--- config.mk ---
export PLATFORM = sky130hd
export DESIGN_NAME = ibex_rf_write_buffer
export DESIGN_NICKNAME = d
export VERILOG_FILES = /design/src/rtl/ibex_rf_wbuf_pkg.sv /design/src/rtl/ibex_rf_wbuf_match.sv /design/src/rtl/ibex_rf_write_buffer.sv
export SDC_FILE = /design/constraint.sdc
export NUM_CORES = 1
export LEC_CHECK = 0
export BUFFER_PORTS_ARGS = -buffer_cell sky130_fd_sc_hd__buf_2
export CAP_MARGIN = 30
export CORE_MARGIN = 4
export CORE_UTILIZATION = 39
export DETAILED_ROUTE_END_ITERATION = 16
export HOLD_SLACK_MARGIN = 0.1
export PLACE_DENSITY = 0.59
export SYNTH_ARGS = -nofsm -noshare
export SYNTH_HDL_FRONTEND = slang
export SYNTH_SLANG_ARGS = --single-unit
--- constraint.sdc ---
create_clock -name clk_i -period 5.8 [get_ports clk_i]
set_input_delay 0 -clock clk_i [delete_from_list [all_inputs] [get_ports clk_i]]
set_output_delay 0 -clock clk_i [all_outputs]
set_load 0.01 [all_outputs]
--- src/rtl/ibex_rf_wbuf_pkg.sv ---
// Shared types and helpers for the register-file write-back buffer.
// Each entry holds a valid bit, the destination register and the write data.
// The stored data field is WBUF_DATA_W bits wide. The top-level DataWidth
// defaults to that width.
package ibex_rf_wbuf_pkg;

    localparam int unsigned WBUF_DATA_W = 32;

    // x0 is hard-wired to zero, so it is never buffered and never forwarded.
    localparam logic [4:0] RF_ADDR_X0 = 5'd0;

    typedef struct packed {
        logic                   valid;
        logic [4:0]             addr;
        logic [WBUF_DATA_W-1:0] data;
    } wbuf_entry_t;

    // Pointer width for a power-of-two buffer depth. It is at least one bit.
    function automatic int unsigned wbuf_ptr_w(input int unsigned depth);
        return (depth > 1) ? $clog2(depth) : 1;
    endfunction

endpackage

--- src/rtl/ibex_rf_wbuf_match.sv ---
// Address lookup across all buffer entries.
// When several valid entries share the address, the youngest one wins. Age is
// measured backwards from the tail pointer, so the slot just behind the tail
// is the most recent allocation. Reads of x0 never match.
module ibex_rf_wbuf_match
    import ibex_rf_wbuf_pkg::*;
#(
    parameter int unsigned Depth = 4,
    localparam int unsigned PtrW = wbuf_ptr_w(Depth)
) (
    input  logic [Depth-1:0]      i_valid,
    input  logic [Depth-1:0][4:0] i_addr,
    input  logic [PtrW-1:0]       i_tail,
    input  logic [4:0]            i_raddr,
    output logic                  o_hit,
    output logic [PtrW-1:0]       o_idx
);

    logic [PtrW-1:0] w_idx;

    // Walk from the oldest slot to the youngest. Each later match overrides
    // an earlier one, so the youngest match is what remains at the end.
    always_comb begin
        o_hit = 1'b0;
        o_idx = '0;
        w_idx = '0;
        for (int k = Depth; k >= 1; k--) begin
            w_idx = i_tail - PtrW'(k);
            if (i_valid[w_idx] && (i_addr[w_idx] == i_raddr) &&
                (i_raddr != RF_ADDR_X0)) begin
                o_hit = 1'b1;
                o_idx = w_idx;
            end
        end
    end

endmodule

--- src/rtl/ibex_rf_write_buffer.sv ---
// Write-back buffer between the Ibex writeback path and the two-level
// register file. Register writes are absorbed into a small circular FIFO and
// drained whenever the register file accepts the offered head entry. Pending
// data is forwarded to both operand read ports, so no read observes a stale
// value.
//
// Optional feature: define IBEX_RF_WBUF_COALESCE_EN to merge a write into an
// existing non-head entry for the same register instead of allocating a new
// entry.
module ibex_rf_write_buffer
    import ibex_rf_wbuf_pkg::*;
#(
    parameter int unsigned DataWidth = WBUF_DATA_W,
    parameter int unsigned Depth     = 4
) (
    input  logic                 clk_i,
    input  logic                 rst_ni,
    input  logic                 wb_we_i,
    input  logic [4:0]           wb_waddr_i,
    input  logic [DataWidth-1:0] wb_wdata_i,
    output logic                 wb_stall_o,
    output logic                 rf_we_o,
    output logic [4:0]           rf_waddr_o,
    output logic [DataWidth-1:0] rf_wdata_o,
    input  logic                 rf_wready_i,
    input  logic [4:0]           raddr_a_i,
    input  logic [4:0]           raddr_b_i,
    output logic                 fwd_hit_a_o,
    output logic                 fwd_hit_b_o,
    output logic [DataWidth-1:0] fwd_data_a_o,
    output logic [DataWidth-1:0] fwd_data_b_o,
    output logic                 empty_o
);

    localparam int unsigned PtrW = wbuf_ptr_w(Depth);
    localparam int unsigned CntW = PtrW + 1;

    typedef logic [DataWidth-1:0]   data_t;
    typedef logic [WBUF_DATA_W-1:0] store_t;

    wbuf_entry_t     r_entries [Depth];
    logic [PtrW-1:0] r_head;
    logic [PtrW-1:0] r_tail;
    logic [CntW-1:0] r_count;

    logic                  w_full;
    logic                  w_wr_acc;
    logic                  w_deq;
    logic                  w_alloc;
    logic                  w_coalesce;
    logic [PtrW-1:0]       w_co_idx;
    logic [Depth-1:0]      w_valid;
    logic [Depth-1:0][4:0] w_addr;
    logic [1:0][4:0]       w_raddr;
    logic [1:0]            w_fwd_hit;
    data_t                 w_fwd_data [2];

    genvar gi;

    // Flatten the entry valid bits and addresses for the lookup blocks.
    generate
        for (gi = 0; gi < Depth; gi++) begin : g_flat
            assign w_valid[gi] = r_entries[gi].valid;
            assign w_addr[gi]  = r_entries[gi].addr;
        end
    endgenerate

    // The stall depends only on registered occupancy. A drain in the same
    // cycle does not open a slot until the next cycle.
    assign w_full     = (r_count == CntW'(Depth));
    assign wb_stall_o = w_full;
    assign empty_o    = (r_count == '0);

    // The head entry is offered directly from storage. The head pointer only
    // moves on acceptance, so the offer stays stable while it waits.
    assign rf_we_o    = r_entries[r_head].valid;
    assign rf_waddr_o = r_entries[r_head].addr;
    assign rf_wdata_o = data_t'(r_entries[r_head].data);

    // A write to x0 is accepted without stalling and then dropped.
    assign w_wr_acc = wb_we_i && !w_full && (wb_waddr_i != RF_ADDR_X0);
    assign w_deq    = rf_we_o && rf_wready_i;

`ifdef IBEX_RF_WBUF_COALESCE_EN
    logic w_co_hit;

    ibex_rf_wbuf_match #(
        .Depth (Depth)
    ) u_match_co (
        .i_valid (w_valid),
        .i_addr  (w_addr),
        .i_tail  (r_tail),
        .i_raddr (wb_waddr_i),
        .o_hit   (w_co_hit),
        .o_idx   (w_co_idx)
    );

    // Merge only into a non-head entry. The head is always on offer, so a
    // matching write appends behind it rather than changing it.
    assign w_coalesce = w_wr_acc && w_co_hit && (w_co_idx != r_head);
`else
    assign w_coalesce = 1'b0;
    assign w_co_idx   = '0;
`endif

    assign w_alloc = w_wr_acc && !w_coalesce;

    // Per read port: a same-cycle accepted write wins. Otherwise the youngest
    // buffered match supplies the data. Otherwise there is no hit.
    assign w_raddr = {raddr_b_i, raddr_a_i};

    generate
        for (gi = 0; gi < 2; gi++) begin : g_port
            logic            w_hit;
            logic [PtrW-1:0] w_idx;

            ibex_rf_wbuf_match #(
                .Depth (Depth)
            ) u_match (
                .i_valid (w_valid),
                .i_addr  (w_addr),
                .i_tail  (r_tail),
                .i_raddr (w_raddr[gi]),
                .o_hit   (w_hit),
                .o_idx   (w_idx)
            );

            // Select the forwarded value for this read port.
            always_comb begin
                w_fwd_hit[gi]  = 1'b0;
                w_fwd_data[gi] = '0;
                if (w_wr_acc && (wb_waddr_i == w_raddr[gi])) begin
                    w_fwd_hit[gi]  = 1'b1;
                    w_fwd_data[gi] = wb_wdata_i;
                end else if (w_hit) begin
                    w_fwd_hit[gi]  = 1'b1;
                    w_fwd_data[gi] = data_t'(r_entries[w_idx].data);
                end
            end
        end
    endgenerate

    assign fwd_hit_a_o  = w_fwd_hit[0];
    assign fwd_hit_b_o  = w_fwd_hit[1];
    assign fwd_data_a_o = w_fwd_data[0];
    assign fwd_data_b_o = w_fwd_data[1];

    // FIFO state update: allocate at the tail, merge in place, retire at the
    // head. An entry keeps forwarding through its acceptance cycle.
    always_ff @(posedge clk_i or negedge rst_ni) begin
        if (!rst_ni) begin
            r_head  <= '0;
            r_tail  <= '0;
            r_count <= '0;
            for (int i = 0; i < Depth; i++) begin
                r_entries[i] <= '0;
            end
        end else begin
            if (w_alloc) begin
                r_entries[r_tail] <= '{valid: 1'b1, addr: wb_waddr_i,
                                       data: store_t'(wb_wdata_i)};
                r_tail <= r_tail + PtrW'(1);
            end
            if (w_coalesce) begin
                r_entries[w_co_idx].data <= store_t'(wb_wdata_i);
            end
            if (w_deq) begin
                r_entries[r_head].valid <= 1'b0;
                r_head <= r_head + PtrW'(1);
            end
            case ({w_alloc, w_deq})
                2'b10:   r_count <= r_count + CntW'(1);
                2'b01:   r_count <= r_count - CntW'(1);
                default: r_count <= r_count;
            endcase
        end
    end

endmodule

=== Word level (Yosys, flattened, before mapping) ===
Cells that the tools add are included.
Widths: inputs -> output; s select.

* Add/subtract/negate cells: 7
* $lt $le $gt $ge: 10
* Equal/unequal tests: 13
* Muxes and demuxes: 58
* Bitwise operators: 4
* Reductions and logical operators: 29

{| class="wikitable"
|+ Operators by type and width
! operator !! count
|-
| $bwmux 152 || 2
|-
| $mux 152 || 2
|-
| $mux 32 || 8
|-
| $bmux 38 s2 || 3
|-
| $demux 38 s2 || 2
|-
| $mux 38 || 4
|-
| $eq 5x5->1 || 10
|-
| $bmux 5 s2 || 4
|-
| $logic_and 1x1->1 || 23
|-
| $mux 5 || 4
|-
| $mux 1 || 16
|-
| $mux 2 || 8
|-
| $reduce_bool 5->1 || 3
|-
| $ge 3x3->1 const B || 4
|-
| $lt 2x3->1 const B || 4
|-
| $not 2->3 || 4
|-
| $bmux 1 s2 || 4
|-
| $lt 3x1->1 const B || 2
|-
| $pmux 3 s2 || 1
|-
| $add 2x1->2 const B || 2
|-
| $sub 2x2->2 const B || 2
|-
| $add 3x1->3 const B || 1
|-
| $eq 3x3->1 const B || 1
|-
| $logic_not 3->1 || 1
|-
| other kinds (6) || 6
|}

* Register bits: 159
* Output and inout bits: 106

=== Longest topological paths before layout ===
Gate-level depths: netlist of run 1.

* Word-level depth: 15
* Depth in mapped cells: 22
* Depth with buffers taken out: 11

=== By module ===
From an unflattened synthesis of run 1, not the netlist that was laid out.

* Cells, all modules: 937
* Area, all modules: 11664.9 um^2

{| class="wikitable"
|+ By module, submodules not included
! module !! instances !! cells each !! area each (um^2) !! sequential area each (um^2)
|-
| ibex_rf_write_buffer || 1 || 691 || 9753.1 || 3978.8
|-
| ibex_rf_wbuf_match || 2 || 123 || 955.9 || 0.0
|}

=== Worst setup path after synthesis of run 1 ===
No wires, ideal clock.

* Kind: flip-flop to output port
* From: reg r_tail[0]
* To: out fwd_data_a_o[0]
* Arrival time: 4.612 ns
* Setup slack: 1.188 ns
* Stages on the path, launching flop included: 21
* Cell sequence: dfrtp_1 -> buf_6 -> buf_6 -> buf_6 -> buf_4 -> inv_2 -> clkbuf_1 -> clkbuf_1 -> ha_1 -> buf_2 -> buf_6 -> mux4_2 -> xnor2_1 -> nand2_1 -> nor3_4 -> or4_4 -> o211a_1 -> buf_6 -> nand2_1 -> mux2_2 -> a32oi_1

* Elaborated cells between the ends (all ways): 45
* Classes of those cells: add/sub: 3; eq/ne: 4; mux: 29; bitwise: 1; reduce/logical: 8

{| class="wikitable"
|+ RTL lines
! item !! RTL line !! text
|-
| start: declaration || ibex_rf_write_buffer.sv:43 || <nowiki>logic [PtrW-1:0] r_tail;</nowiki>
|-
| start signal: assignment || ibex_rf_write_buffer.sv:162 || <nowiki>r_tail <= r_tail + PtrW'(1);</nowiki>
|-
| $sub 2x1->2 * || ibex_rf_wbuf_match.sv:28 || <nowiki>w_idx = i_tail - PtrW'(k);</nowiki>
|-
| via g_port[0].u_match.w_idx[0] || ibex_rf_wbuf_match.sv:19 || <nowiki>logic [PtrW-1:0] w_idx;</nowiki>
|-
| $bmux 5 s2 || ibex_rf_wbuf_match.sv:29 || <nowiki>if (i_valid[w_idx] && (i_addr[w_idx] == i_raddr) &&</nowiki>
|-
| $mux 5 (implied by the code) || ibex_rf_wbuf_match.sv:29 ||
|-
| $eq 5x5->1 || ibex_rf_wbuf_match.sv:29 ||
|-
| $logic_and 1x1->1 (2 in series) || ibex_rf_wbuf_match.sv:29 ||
|-
| $mux 2 || ibex_rf_wbuf_match.sv:29 ||
|-
| $not 2->3 (implied by the code) || ibex_rf_write_buffer.sv:137 || <nowiki>w_fwd_data[gi] = data_t'(r_entries[w_idx].data);</nowiki>
|-
| $bmux 38 s2 || ibex_rf_write_buffer.sv:137 ||
|-
| $mux 32 (implied by the code) (2 in series) || ibex_rf_write_buffer.sv:137 ||
|-
| $mux 32 * || ibex_rf_write_buffer.sv:135 || <nowiki>end else if (w_hit) begin</nowiki>
|-
| $mux 32 * || ibex_rf_write_buffer.sv:132 || <nowiki>if (w_wr_acc && (wb_waddr_i == w_raddr[gi])) begin</nowiki>
|-
| end: declaration || ibex_rf_write_buffer.sv:30 || <nowiki>output logic [DataWidth-1:0] fwd_data_a_o,</nowiki>
|}

Mark *: on every way through the listed nets, which the timed path passes. The rest lies on a longest branch. The select of a mux whose other input is x is not followed.

=== Worst setup path in the final report of run 1 ===
* From: reg r_tail[1]
* To: out fwd_data_b_o[31]

* Longest elaborated chain between the ends: 15
* Elaborated cells between the ends (all ways): 45
* Classes of those cells: add/sub: 3; eq/ne: 4; mux: 29; bitwise: 1; reduce/logical: 8

{| class="wikitable"
|+ RTL lines
! item !! RTL line !! text
|-
| $sub 2x2->2 / $bmux 5 s2 (equally long branches) || ibex_rf_wbuf_match.sv:28, ibex_rf_wbuf_match.sv:29 ||
|-
| $bmux 5 s2 / $mux 5 (equally long branches) || ibex_rf_wbuf_match.sv:29 ||
|-
| $mux 5 (implied by the code) / $eq 5x5->1 (equally long branches) || ibex_rf_wbuf_match.sv:29 ||
|-
| $eq 5x5->1 / $logic_and 1x1->1 (equally long branches) || ibex_rf_wbuf_match.sv:29 ||
|-
| $logic_and 1x1->1 || ibex_rf_wbuf_match.sv:29 ||
|-
| $logic_and 1x1->1 / $mux 2 (equally long branches) || ibex_rf_wbuf_match.sv:29 ||
|-
| $mux 2 (3 in series) || ibex_rf_wbuf_match.sv:29 ||
|-
| $not 2->3 (implied by the code) || ibex_rf_write_buffer.sv:137 ||
|-
| $bmux 38 s2 || ibex_rf_write_buffer.sv:137 ||
|-
| $mux 32 (implied by the code) (2 in series) || ibex_rf_write_buffer.sv:137 ||
|-
| $mux 32 * || ibex_rf_write_buffer.sv:135 ||
|-
| $mux 32 * || ibex_rf_write_buffer.sv:132 ||
|-
| end: declaration || ibex_rf_write_buffer.sv:31 || <nowiki>output logic [DataWidth-1:0] fwd_data_b_o,</nowiki>
|}

Every way passes the cells marked *; elsewhere a longest branch is shown, timed or not. The select of a mux whose other input is x is not followed.

==> results of run 1 <==
[timing repair]
item,4_1_cts,5_1_grt
hold endpoints to repair,311,0
hold buffers,42,0
endpoints found under the setup margin,0,0
[layer usage]
layer  up-vias  track usage [%]
li1       7110                -
met1      8214             37.1
met2       891             42.3
met3       145             5.69
met4         0             10.5
met5         -                0
[synth_stat cells, drive strengths merged (12+ instances only)]
library cell	count
or3	21
o221a	38
o22ai	12
buf	114
xnor2	37
a21oi	100
dfrtp	159
inv	12
mux4	56
o21ai	54
o211ai	37
o21a	23
o31a	23
mux2i	64
clkbuf	117
o221ai	177
nand2	155
a221o	19
nor3	40
a32o	21
xor2	15
o31ai	29
a22o	43
mux2	162
nor2	68
o2111ai	21
nand3	44
[cell type report]
class | instances | area [sq um]
clock buffer | 20 | 447
fill | 3986 | 22900
sequential | 159 | 3990
inverter | 13 | 51.3
clock inverter | 12 | 111
tap | 532 | 666
multi-input combinational | 1351 | 11100
timing repair buffer | 254 | 1680
[cells by family after synthesis]
group	count (synthesis)	synth area share, %
AOI/OAI and AO/OA	632	31.0
and+or+nand+nor	375	10.7
muxes	282	23.1
buffers and inverters	244	6.86
DFF	159	24.6
xor gates and xnor gates	52	2.87
adders and majority gates	10	0.821
[worst min-delay path by stage]
stage	start	end	cells after the start
global route	wb_wdata_i[22]	flop	3
CTS	wb_wdata_i[19]	flop	3
global placement	rst_ni	asynchronous set/reset pin	1
floorplan	rst_ni	asynchronous set/reset pin	0
detailed placement	rst_ni	asynchronous set/reset pin	1
finish	wb_wdata_i[25]	flop	3
[stage by stage]
stage / area (sq um) / utilization (%)
finish: 18100 / 44.2
global route: 18100 / 44.2
CTS: 18000 / 44.1
detailed placement: 17100 / 41.7
global placement: 17000 / 41.6
floorplan: 16100 / -
[where the power goes]
group | internal, mW | switching (mW) | total (mW)
Combinational | 3.82 | 4.47 | 8.28
Clock | 0.601 | 0.514 | 1.11
Sequential | 1.68 | 1.19 | 2.87
[worst max-delay path, stage by stage (launching register included)]
cell and delay (ns):
dfrtp_1 0.35, clkinv_1 0.20, ha_1 0.78, buf_4 0.28, mux4_2 0.52, xnor2_1 0.24
nand4_1 0.17, nor2_1 0.21, nand2b_2 0.09, nand2_2 0.55, buf_4 0.40, o221ai_1 0.17
a22o_1 0.29, o221ai_1 0.42, buf_2 0.23
==> metrics.txt, run 1 <==
Starting Density=39.5%; total global routing overflow=0; status=completed; # port buffers=156; maxcap violations=0; VDD IR max=0.340 mV; worst-path fanout max=24; crit path from=r_tail[1]; Post-DRT Antenna Nets=0; clk_skew=0.00938 ns; #FFs+latches synth=159; Worst Path Arrival=5.39 ns; # clock sinks=159; fin crit share=92.9%; Pwr Density=679 nW/um^2; Final Hold Viols=0; post-synth top area cell=dfrtp_1; Die H=211 um; DRT iter0 DRCs=1748; CTS tree=done; Post-CTS Setup Repair Bufs=0; post-synthesis net count=1815; Resize count post-CTS=0; final worst setup slack=0.410 ns; clock latency on the worst-skew pair=0.49 ns; die area=44700 sq um; max layer used=met4; floorplan core area=40900 sq um; via count=16400; RSZ-0062 raised after global routing=false; asr flop ratio synth=100%; share of layout cells above drive strength 1=29.5%; P&R area growth vs syn=11.9%; via density per instance=6.99; TritonRoute pass-1 iters=6; Max transition margin=30.5%; # nets final=1857; final non-filler cell total=2341; gate count after technology mapping=1754; number of global-route vias before repair=15900; Hold Crit Class=primary input to flop; Distinct cells, synth=80; R2R Path Start=r_tail[0]; Req. time, crit path=5.80 ns; Place WS=1.00 ns; Wirelength per Cell=26.4 um; Total Wirelength=61900 um; final setup vio count=0; post-synth top area share=24.6%; CTS clock-pin slew for the worst setup and hold paths=0.07 ns; die width=211 um; Worst Max-Slew Pin Slew=1.04 ns; Final GP Congestion=0.919; register area share after synthesis=24.6%; HPWL after DPL=38300 um; Peak Freq=186 MHz; CTS root buffer=clkbuf_16; residual DRC count=0; critical path capture point type=output pin; EDFF count, synth=0; I/O pins=157; M1 WL=25700 um; placed cells=2266; Final Power=12.3 mW; setup_tns=0 ns; cells on worst reg2reg path=6; most frequent cells in the layout=o221ai_1 (176), mux2_2 (162), dfrtp_1 (156); clock buffer count from CTS=17; placement row count=74; largest net degree at the start of global routing=84; CP endpoint=fwd_data_b_o[31]; Hold WS=0.359 ns; ant diodes=0; cells taking the most area after synthesis=dfrtp_1 (25%), mux2_2 (11%), o221ai_1 (9.5%); commonest non-fill, non-tap cell in the layout=o221ai_1; Cell Area, Synth=16100 sq um; metal2 WL=28800 um; total track usage=27.1%; first-pass GRT wire length=95600 um; Max Slew Vio Count=0; Mean Syn Cell Area=9.21 sq um; CP startpoint kind=flop; antenna violations before repair=0; CTS max path bufs=2; crit path time final=5.39 ns; R2R setup slack=2.36 ns; Synth Flop Type=dfrtp_1; WL met3=5370 um; Lkg Pwr=6.80 nW; crit path kind=flop to output pin; H-tree depth=4; Yosys warning count=0
No activity file was read; power rests on OpenSTA's default activity.
==> run 2: changes to the inputs <==
PLACE_DENSITY = default   (was 0.59)
==> run 2 against run 1 <==
  * Sequential power about the same
  * Register-to-register slack improved by 0.32 ns
  * Final cell count about the same
  * Global-route usage decreased by 0.26 points
  * Final area about the same
  * Routed wire length increased by 0.13%
  * Sequential cell count unchanged
  * Die area unchanged
  * Critical path type unchanged
==> metrics.txt, run 2 (synthesis results as in run 1) <==
P&R area growth vs syn=12.0%; Pwr Density=685 nW/um^2; Slowest-stage cell, CP=dfrtp_4; maxcap violations=0; total global routing overflow=0; Hold Crit Class=primary input to flop; die area=44700 sq um; hold_sp=rf_wready_i; Max Slew Vio Count=0; Total Wirelength=62000 um; clock power share=9.3%; combinational power share=67.5%; crit path kind=flop to output pin; TritonRoute pass-1 iters=6; share of layout cells above drive strength 1=29.6%; Starting Density=39.5%; worst-path fanout max=79; critical path capture point type=output pin; most frequent cells in the layout=o221ai_1 (176), mux2_2 (162), dfrtp_1 (156); Die H=211 um; clock buffer count from CTS=17; clock latency on the worst-skew pair=0.47 ns; Worst Path Arrival=5.57 ns; Max transition margin=27.8%; commonest non-fill, non-tap cell in the layout=o221ai_1; CP startpoint kind=flop; Post-DRT Antenna Nets=0; antenna violations before repair=1; placed cells=2265; Cell Int Power=6.14 mW; hold depth=4; CTS clock-pin slew for the worst setup and hold paths=0.07 ns; HPWL after DPL=38300 um; final non-filler cell total=2339; placement row count=74; largest net degree at the start of global routing=91; first-pass GRT wire length=95300 um; max incr delay on CP=0.71 ns; setup_tns=0 ns; Hold WS=0.128 ns; Req. time, crit path=5.80 ns; R2R Path Start=r_tail[0]; Fill cells=3979; residual DRC count=0; Post-CTS Setup Repair Bufs=0; Lkg Pwr=6.79 nW; crit path time final=5.57 ns; die width=211 um; Switch Pwr=6.24 mW; RSZ-0062 raised after global routing=false; ant diodes=0; H-tree depth=4; # clock sinks=159; Peak Freq=180 MHz; Final GP Congestion=0.915; via density per instance=7.02; final setup vio count=0; # nets final=1855; number of global-route vias before repair=15500; total track usage=26.9%; fin crit share=96.0%; CTS root buffer=clkbuf_16; Sw Share=50.4%; floorplan core area=40900 sq um; clk_skew=0.0161 ns; CTS tree=done; CTS max path bufs=2; DRT iter0 DRCs=1804; # port buffers=156; via count=16400; Worst Max-Slew Pin Slew=1.08 ns; Wirelength per Cell=26.5 um; I/O pins=157; VDD IR max=0.289 mV; Critical Path, Cell by Cell=buf_4 > mux2_2 > mux2i_1 > nor3_4 > buf_4 > or4_1 > nor2b_2 > a21boi_2 > o21ai_0 > a32oi_1 > buf_2; share of power burned in registers=23.2%; crit path from=r_tail[0]; status=completed; cells on worst reg2reg path=6; Final Hold Viols=0; most used cell, CP=buf_4
[run 2: cell types whose count changed in the layout (fill, tap and decap cells not counted), sizes merged]
cell	previous run	this run
buf	213	212
dlygate4sd3	41	40
clkinvlp	3	4
clkbuf	20	19
inv	14	17
clkinv	7	4
[run 2: worst paths after layout]
| kind | endpoint | slack, ns |
|---|---|---|
| worst max-delay path | fwd_data_a_o[0] | 0.23 |
| worst max register to register | flop | 2.68 |
| worst min register to register | r_count[2] | 0.49 |
| max in group asynchronous | r_tail[0] | 4.32 |
| worst min-delay path | r_head[1] | 0.13 |
| min in group asynchronous | asynchronous set/reset pin | 0.63 |
[run 2: through the flow]
step	utilization [%]	area (sq um)	worst slack, ns	total power [mW]
6_report	44.2	18100	0.232	12.4
5_1_grt	44.2	18100	0.0267	13.2
4_1_cts	44.1	18000	0.147	12.3
3_5_place_dp	41.7	17100	0.651	11.1
3_3_place_gp	41.6	17000	0.762	10.9
2_1_floorplan	-	16100	1.19	8.70
[run 2: area by class of cell]
type                            count  area (sq um)  area share [%]
Clock buffer                       19           443            2.45
Clock inverter                     13           129           0.713
Inverter                           13          51.3           0.284
Multi-Input combinational cell   1351         11100            61.6
Sequential cell                   159          3990            22.0
Tap cell                          532           666            3.68
Timing Repair Buffer              252          1670            9.25
[run 2: what timing repair did]
| action | 4_1_cts | 5_1_grt |
|---|---|---|
| gates resized for setup | 0 | 1 |
| hold endpoints to repair | 187 | 0 |
| hold buffers | 41 | 0 |
| setup endpoints to repair | 0 | 24 |
[run 2: critical path: cells and delay by family, from the launching register on]
kind	cells	cell delay, ns
AOI/OAI and AO/OA	3	1.02
and+or+nand+nor	3	1.51
DFF	1	0.71
muxes	2	0.49
buffers and inverters	3	1.35
[run 2: power groups by stage]
stage,Clock [mW],Sequential (mW),Combinational [mW]
2_1_floorplan,0,2.33,6.37
3_3_place_gp,0,2.78,8.10
3_5_place_dp,0,2.83,8.23
4_1_cts,1.17,2.81,8.29
5_1_grt,1.20,2.98,8.98
6_report,1.15,2.88,8.36
[run 2: layer usage]
metal / track usage [%] / part of all wire [%] / wire [um]
met5: 0 / 0.011 / 7
met3: 5.60 / 9.6 / 5960
met1: 37.3 / 41 / 25400
met2: 41.2 / 46 / 28400
met4: 10.8 / 3.6 / 2250
